--- config.mk ---
export PLATFORM = sky130hd
export DESIGN_NAME = proc_controller
export DESIGN_NICKNAME = d
export VERILOG_FILES = /design/src/rtl/proc_pkg.sv /design/src/rtl/proc_controller_program_counter.sv /design/src/rtl/proc_controller.sv
export SDC_FILE = /design/constraint.sdc
export NUM_CORES = 1
export LEC_CHECK = 0
export CAP_MARGIN = 20
export CORE_AREA = 2 2 53 55
export DETAILED_ROUTE_END_ITERATION = 12
export DIE_AREA = 0 0 55 57
export DONT_BUFFER_PORTS = 1
export GPL_ROUTABILITY_DRIVEN = 0
export PLACE_DENSITY = 0.7
export REMOVE_ABC_BUFFERS = 1
export SYNTH_ARGS = -nofsm -noshare
export SYNTH_HDL_FRONTEND = slang
export SYNTH_SLANG_ARGS = --single-unit
export TNS_END_PERCENT = 20
--- constraint.sdc ---
create_clock -name clk -period 1.7 [get_ports clk]
set_clock_uncertainty 0.15 [all_clocks]
set_input_delay 0.34 -clock clk [delete_from_list [all_inputs] [get_ports clk]]
set_output_delay 0.34 -clock clk [all_outputs]
set_load 0.05 [all_outputs]
--- src/rtl/proc_pkg.sv ---
// Shared definitions for the ProjectB control unit: opcodes, FSM states,
// ALU select codes and instruction field positions.
package proc_pkg;

  typedef enum logic [3:0] {
    OP_NOOP  = 4'd0,
    OP_STORE = 4'd1,
    OP_LOAD  = 4'd2,
    OP_ADD   = 4'd3,
    OP_SUB   = 4'd4,
    OP_HALT  = 4'd5
  } opcode_e;

  typedef enum logic [3:0] {
    S_INIT   = 4'd0,
    S_FETCH  = 4'd1,
    S_DECODE = 4'd2,
    S_NOOP   = 4'd3,
    S_LOADA  = 4'd4,
    S_LOADB  = 4'd5,
    S_STORE  = 4'd6,
    S_ADD    = 4'd7,
    S_SUB    = 4'd8,
    S_HALT   = 4'd9
  } state_e;

  localparam logic [2:0] ALU_PASS = 3'd0;
  localparam logic [2:0] ALU_ADD  = 3'd1;
  localparam logic [2:0] ALU_SUB  = 3'd2;

  // LSB positions of the instruction fields; widths come from the parameters.
  localparam int OPC_LSB     = 12;
  localparam int RA_LSB      = 8;
  localparam int RB_LSB      = 4;
  localparam int RC_LSB      = 0;
  localparam int LD_ADDR_LSB = 4;
  localparam int LD_RD_LSB   = 0;
  localparam int ST_ADDR_LSB = 0;

endpackage

--- src/rtl/proc_controller_program_counter.sv ---
// Instruction address register: synchronous clear, +1 per fetch, natural wrap.
module program_counter #(
  parameter int PC_W = 7
) (
  input  logic            clk,
  input  logic            reset,
  input  logic            inc,
  output logic [PC_W-1:0] pc_addr
);

  always_ff @(posedge clk) begin
    if (reset) begin
      pc_addr <= '0;
    end else if (inc) begin
      pc_addr <= pc_addr + 1'b1;
    end
  end

endmodule

--- src/rtl/proc_controller.sv ---
// ProjectB control unit: fetch/decode Moore FSM driving the register file,
// data memory and ALU select from the state and the instruction register.
module proc_controller
  import proc_pkg::*;
#(
  parameter int PC_W = 7,
  parameter int DA_W = 8,
  parameter int RA_W = 4
) (
  input  logic            clk,
  input  logic            reset,
  input  logic [15:0]     instr,
  output logic [PC_W-1:0] pc_addr,
  output logic [15:0]     ir_out,
  output logic [3:0]      state_out,
  output logic [DA_W-1:0] d_addr,
  output logic            d_wr,
  output logic            rf_s,
  output logic [RA_W-1:0] rf_w_addr,
  output logic            rf_w_en,
  output logic [RA_W-1:0] rf_ra_addr,
  output logic [RA_W-1:0] rf_rb_addr,
  output logic [2:0]      alu_s0,
  output logic            halted
);

  state_e      state;
  state_e      next_state;
  logic [15:0] ir;
  logic [3:0]  opcode;

  assign opcode    = ir[OPC_LSB +: 4];
  assign ir_out    = ir;
  assign state_out = state;

  program_counter #(.PC_W(PC_W)) u_pc (
    .clk     (clk),
    .reset   (reset),
    .inc     (state == S_FETCH),
    .pc_addr (pc_addr)
  );

  always_ff @(posedge clk) begin
    if (reset) begin
      state <= S_INIT;
      ir    <= '0;
    end else begin
      state <= next_state;
      if (state == S_FETCH) begin
        ir <= instr;
      end
    end
  end

  always_comb begin
    next_state = state;
    case (state)
      S_INIT:   next_state = S_FETCH;
      S_FETCH:  next_state = S_DECODE;
      S_DECODE: begin
        // Unassigned opcodes fall through to NOOP.
        case (opcode)
          OP_STORE: next_state = S_STORE;
          OP_LOAD:  next_state = S_LOADA;
          OP_ADD:   next_state = S_ADD;
          OP_SUB:   next_state = S_SUB;
          OP_HALT:  next_state = S_HALT;
          default:  next_state = S_NOOP;
        endcase
      end
      S_LOADA:  next_state = S_LOADB;
      S_HALT:   next_state = S_HALT;
      default:  next_state = S_FETCH;
    endcase
  end

  always_comb begin
    d_addr     = '0;
    d_wr       = 1'b0;
    rf_s       = 1'b0;
    rf_w_addr  = '0;
    rf_w_en    = 1'b0;
    rf_ra_addr = '0;
    rf_rb_addr = '0;
    alu_s0     = ALU_PASS;
    halted     = 1'b0;
    case (state)
      S_LOADA, S_LOADB: begin
        // LoadA holds the address a full cycle before LoadB commits the write.
        d_addr    = ir[LD_ADDR_LSB +: DA_W];
        rf_s      = 1'b1;
        rf_w_addr = ir[LD_RD_LSB +: RA_W];
        rf_w_en   = (state == S_LOADB);
      end
      S_STORE: begin
        d_addr     = ir[ST_ADDR_LSB +: DA_W];
        rf_ra_addr = ir[RA_LSB +: RA_W];
        d_wr       = 1'b1;
      end
      S_ADD, S_SUB: begin
        rf_ra_addr = ir[RA_LSB +: RA_W];
        rf_rb_addr = ir[RB_LSB +: RA_W];
        rf_w_addr  = ir[RC_LSB +: RA_W];
        rf_w_en    = 1'b1;
        alu_s0     = (state == S_ADD) ? ALU_ADD : ALU_SUB;
      end
      S_HALT:  halted = 1'b1;
      default: ;
    endcase
  end

endmodule

==> results of run 1 <==
## repair_timing
action / CTS
setup endpoints to repair: 53
pin swaps: 6
gates resized for setup: 33
hold endpoints to repair: 23
setup buffers: 2
hold buffers: 12
## cell families after synthesis
group | after synthesis | share of synthesized area
simple gates | 78 | 0.305
compound gates | 45 | 0.213
flops | 27 | 0.407
buf+inv | 13 | 0.0414
xor+xnor | 2 | 0.0132
fa+ha+maj | 1 | 0.00941
other cells | 1 | 0.00282
mux | 1 | 0.00847
## synthesized netlist by cell type
cell type | count | area share
a311oi_1 | 1 | 0.0066
mux2_2 | 1 | 0.0085
a31oi_1 | 1 | 0.0047
nor2b_1 | 6 | 0.028
conb_1 | 1 | 0.0028
nand2b_1 | 4 | 0.019
or3b_2 | 1 | 0.0066
or3_1 | 2 | 0.0094
nor4b_1 | 2 | 0.013
dfxtp_1 | 27 | 0.41
o31ai_1 | 2 | 0.011
clkbuf_1 | 8 | 0.023
a21o_1 | 2 | 0.011
buf_4 | 1 | 0.0057
o21ai_0 | 4 | 0.015
nand3_1 | 2 | 0.0075
or4b_1 | 1 | 0.0075
buf_2 | 1 | 0.0038
clkbuf_2 | 1 | 0.0038
and2_1 | 9 | 0.042
nor4bb_1 | 1 | 0.0075
or4b_2 | 2 | 0.015
inv_1 | 2 | 0.0057
nor3_1 | 1 | 0.0038
o41ai_1 | 1 | 0.0066
or4_1 | 3 | 0.017
a31o_2 | 1 | 0.0066
a22o_1 | 8 | 0.053
ha_1 | 1 | 0.0094
a211oi_1 | 1 | 0.0057
and3_1 | 1 | 0.0047
o21a_1 | 1 | 0.0057
nand2_1 | 36 | 0.10
a21oi_1 | 23 | 0.087
nand4_1 | 1 | 0.0047
nor2_1 | 6 | 0.017
xnor2_1 | 2 | 0.013
## metrics by stage
step | utilization | TNS, ps | hold WS, ps
floorplan | - | -75720 | 259
global placement | 0.805 | -1520 | 263
detailed placement | 0.805 | -4500 | 264
CTS | 0.911 | -10180 | 2.37
==> results.yml, run 1 <==
outcome:
  outcome: "stopped before the end"
  haltStage: "global routing"
  firstError: "[ERROR DPL-0038] Utilization greater than 100%, impossible to legalize"
yosys:
  syn_avg_cell_area_sq_um: 7.91
  synth_warnings: 0
  seq_area_frac_synth: 0.407
  syn_area_sq_um: 1330
  syn-instance-count: 168
  synth_seq_cells: 27
  synth_cell_types: 37
place:
  place_area_sq_um: 2100
  io_buffers: 0
  hpwlAfterDp_um: 3240
  dp.cells: 260
  dp_slack_ps: -225
clock_network:
  cts_sinks: 27
  numCtsBuffers: 3
  clk_path_buf_depth: 2
  htreeDepth: 1
  clockRootBuffer: "clkbuf_4"
timing:
  worst_endpoint: "rf_rb_addr[0]"
  worstEpCategory: "output port"
floorplan:
  fp-row-count: 19
  initial_core_util: 0.508
  fp.dieH_um: 57
  die_w_um: 55
  pin_count: 72
global_routing:
  grt_start_max_net_pins: 24
==> run 2: changes to the inputs <==
Settings changed: CORE_AREA 2 2 53 55 to 2 2 63 65, DIE_AREA 0 0 55 57 to 0 0 65 67, PLACE_DENSITY 0.7 to default, PLACE_DENSITY_LB_ADDON from default to 0.15.
Clock period 1.7 ns to 2.2 ns, I/O delays scaled along.
==> run 2 against run 1 <==
  * The flow now finishes without violations
  * Synthesized cell count is the same
  * Area after synthesis did not move
==> results.yml, run 2 <==
yosys:
  synth.area.top_cells: "dfxtp_1 (41%), nand2_1 (10%), a21oi_1 (8.7%)"
  yosys.area.top_type: "dfxtp_1"
  netlist_top_cells_count: "nand2_1 (36), dfxtp_1 (27), a21oi_1 (23)"
  synth_warnings: 0
  synth_ff_type: "dfxtp_1"
  synth_edf_count: 0
  syn_avg_cell_area_sq_um: 7.91
  syn_area_sq_um: 1330
  syn-instance-count: 168
  yosys.cell_count.top_type: "nand2_1"
  synth_top_area_frac: 0.407
  synth_cell_types: 37
  synth_seq_cells: 27
  seq_area_frac_synth: 0.407
  async_flop_share: 0
global_routing:
  grt_overflow: 0
  grt_pass1_vias: 1352
  grt_start_max_net_pins: 28
  antenna_found_initial: 0
  grt_usage: 0.183
  grt_pass1_wl_um: 6270
timing:
  rsz0062_at_grt: "true"
  drv_slew: 0
  min_period_over_period: 0.997
  period_needed_ps: 2190
  tightest_slew_ps: 637
  hold_violations: 0
  fmax_ghz: 0.456
  fin_tns_setup_ps: 0
  worst_slack_ps: 7.07
  slew-limit-headroom: 0.575
  setup_violations: 0
place:
  io_buffers: 0
  dp_slack_ps: 211
  place_area_sq_um: 1980
  hpwlAfterDp_um: 3040
route:
  dr.pass1.iters: 5
  detail_route.wl_per_cell_um: 14.9
  wl_um: 3910
  via_per_inst: 5.22
  num_vias: 1367
  drc: 0
  initialDrtViolationCount: 37
  ant_nets: 0
cells_and_area:
  layout_common_cells: "nand2_1 (36), buf_4 (31), dfxtp_1 (23)"
  stdcell_area_sq_um: 2090
  layout_commonest_cell: "nand2_1"
  utilization: 0.579
  num-fill-cells: 321
  drive_gt1_frac: 0.346
  largest_register_ffs: 16
  nets: 234
  antenna_cells: 0
  area_growth_pct: 57.2
critical_path:
  crit_arrival_ps: 1600
  r2r_slack_ps: 220
  reg2reg_depth: 4
  r2r-end: "state_out[0]"
  path_class: "flop to primary output"
  crit_end: "rf_ra_addr[0]"
  worst_setup_path_end_kind: "primary output"
  critPathLaunchType: "flop"
  r2r_start: "state_out[3]"
  crit_start: "state_out[1]"
  cp_max_fo: 6
  required_ps: 1610
hold_path:
  holdCritStartpoint: "reset"
  hold_path.class: "primary input to flop"
power:
  total_power_w: 0.00140
  power_density_nw_per_um2: 670
  leakage_nw: 0.837
  peakVddDrop_mv: 0.430
floorplan:
  fp.dieH_um: 67
  pin_count: 72
  core_sq_um: 3610
  dieArea_sq_um: 4360
  fp-row-count: 22
  die_w_um: 65
  initial_core_util: 0.368
clock_network:
  clk_pin_slew_ps: 90
  insertion_delay_ps: 270
  numCtsBuffers: 3
  cts_sinks: 27
  clockRootBuffer: "clkbuf_8"
  htreeDepth: 1
  cts_hold_buf: 0
  cts_tree: "yes"
  clk_path_buf_depth: 2
outcome:
  outcome: "finished, final reports clean"
flow_run:
  cap_viol_max_count: 0
run 2: cell counts after synthesis:
No cell type changed its count.
run 2: repair_timing:
item                                    CTS  global route
pin swaps                                 0             2
buffers inserted                          0             1
gates resized for setup                   5            12
endpoints found under the setup margin   14            22
run 2: critical path: stages (launching register included):
cell	delay, ps
dfxtp_4	380
nor4b_4	410
a21o_1	200
and2_1	190
buf_12	150
run 2: power breakdown:
group          leakage (nW)  total (W)  switching [W]  internal, W
Sequential            0.222   0.000616      0.0000713     0.000545
Combinational         0.592   0.000506       0.000344     0.000161
Clock                0.0228   0.000278       0.000149     0.000130
Total                 0.837    0.00140       0.000565     0.000835
run 2: worst min path at each step:
stage | endpoint | slack [ps] | cells after the start
final | ir_out[8] | 70 | 1
after floorplan | ir_out[0] | 360 | 1
after global placement | ir_out[2] | 310 | 2
after CTS | ir_out[8] | 70 | 1
after detailed placement | ir_out[5] | 310 | 2
after global routing | ir_out[8] | 60 | 1
run 2: per-stage QoR:
step | instances | hold slack, ps
final | 262 | 74.5
after detailed placement | 257 | 312
after CTS | 261 | 73.4
after global routing | 262 | 62.8
after global placement | 257 | 309
after floorplan | 157 | 359
run 2: cell families (layout without fill, tap and decap cells):
family,Yosys count,after routing,share of synthesized area
and+or+nand+nor,78,78,0.305
AOI/OAI and AO/OA,45,45,0.213
DFF,27,27,0.407
buffers and inverters,13,59,0.0414
xor gates and xnor gates,2,2,0.0132
adders and majority gates,1,1,0.00941
other,1,1,0.00282
muxes,1,1,0.00847
run 2: per-layer routing:
metal  vias to the layer above  GRT usage  share of wire
met3                         4     0.0439          0.074
met5                         -          0              0
li1                        679          -              -
met1                       637      0.226           0.43
met4                         0     0.0479         0.0079
met2                        47      0.317           0.49
run 2: cell type report:
cell class | instances | area (sq um) | share of cell area
clock buffer | 4 | 45.0 | 0.0216
inverter | 2 | 7.51 | 0.00359
multi-input combinational | 128 | 788 | 0.377
sequential | 27 | 548 | 0.262
tap | 48 | 60.1 | 0.0288
timing repair buffer | 53 | 639 | 0.306
Power figures use the tool's default switching activity.
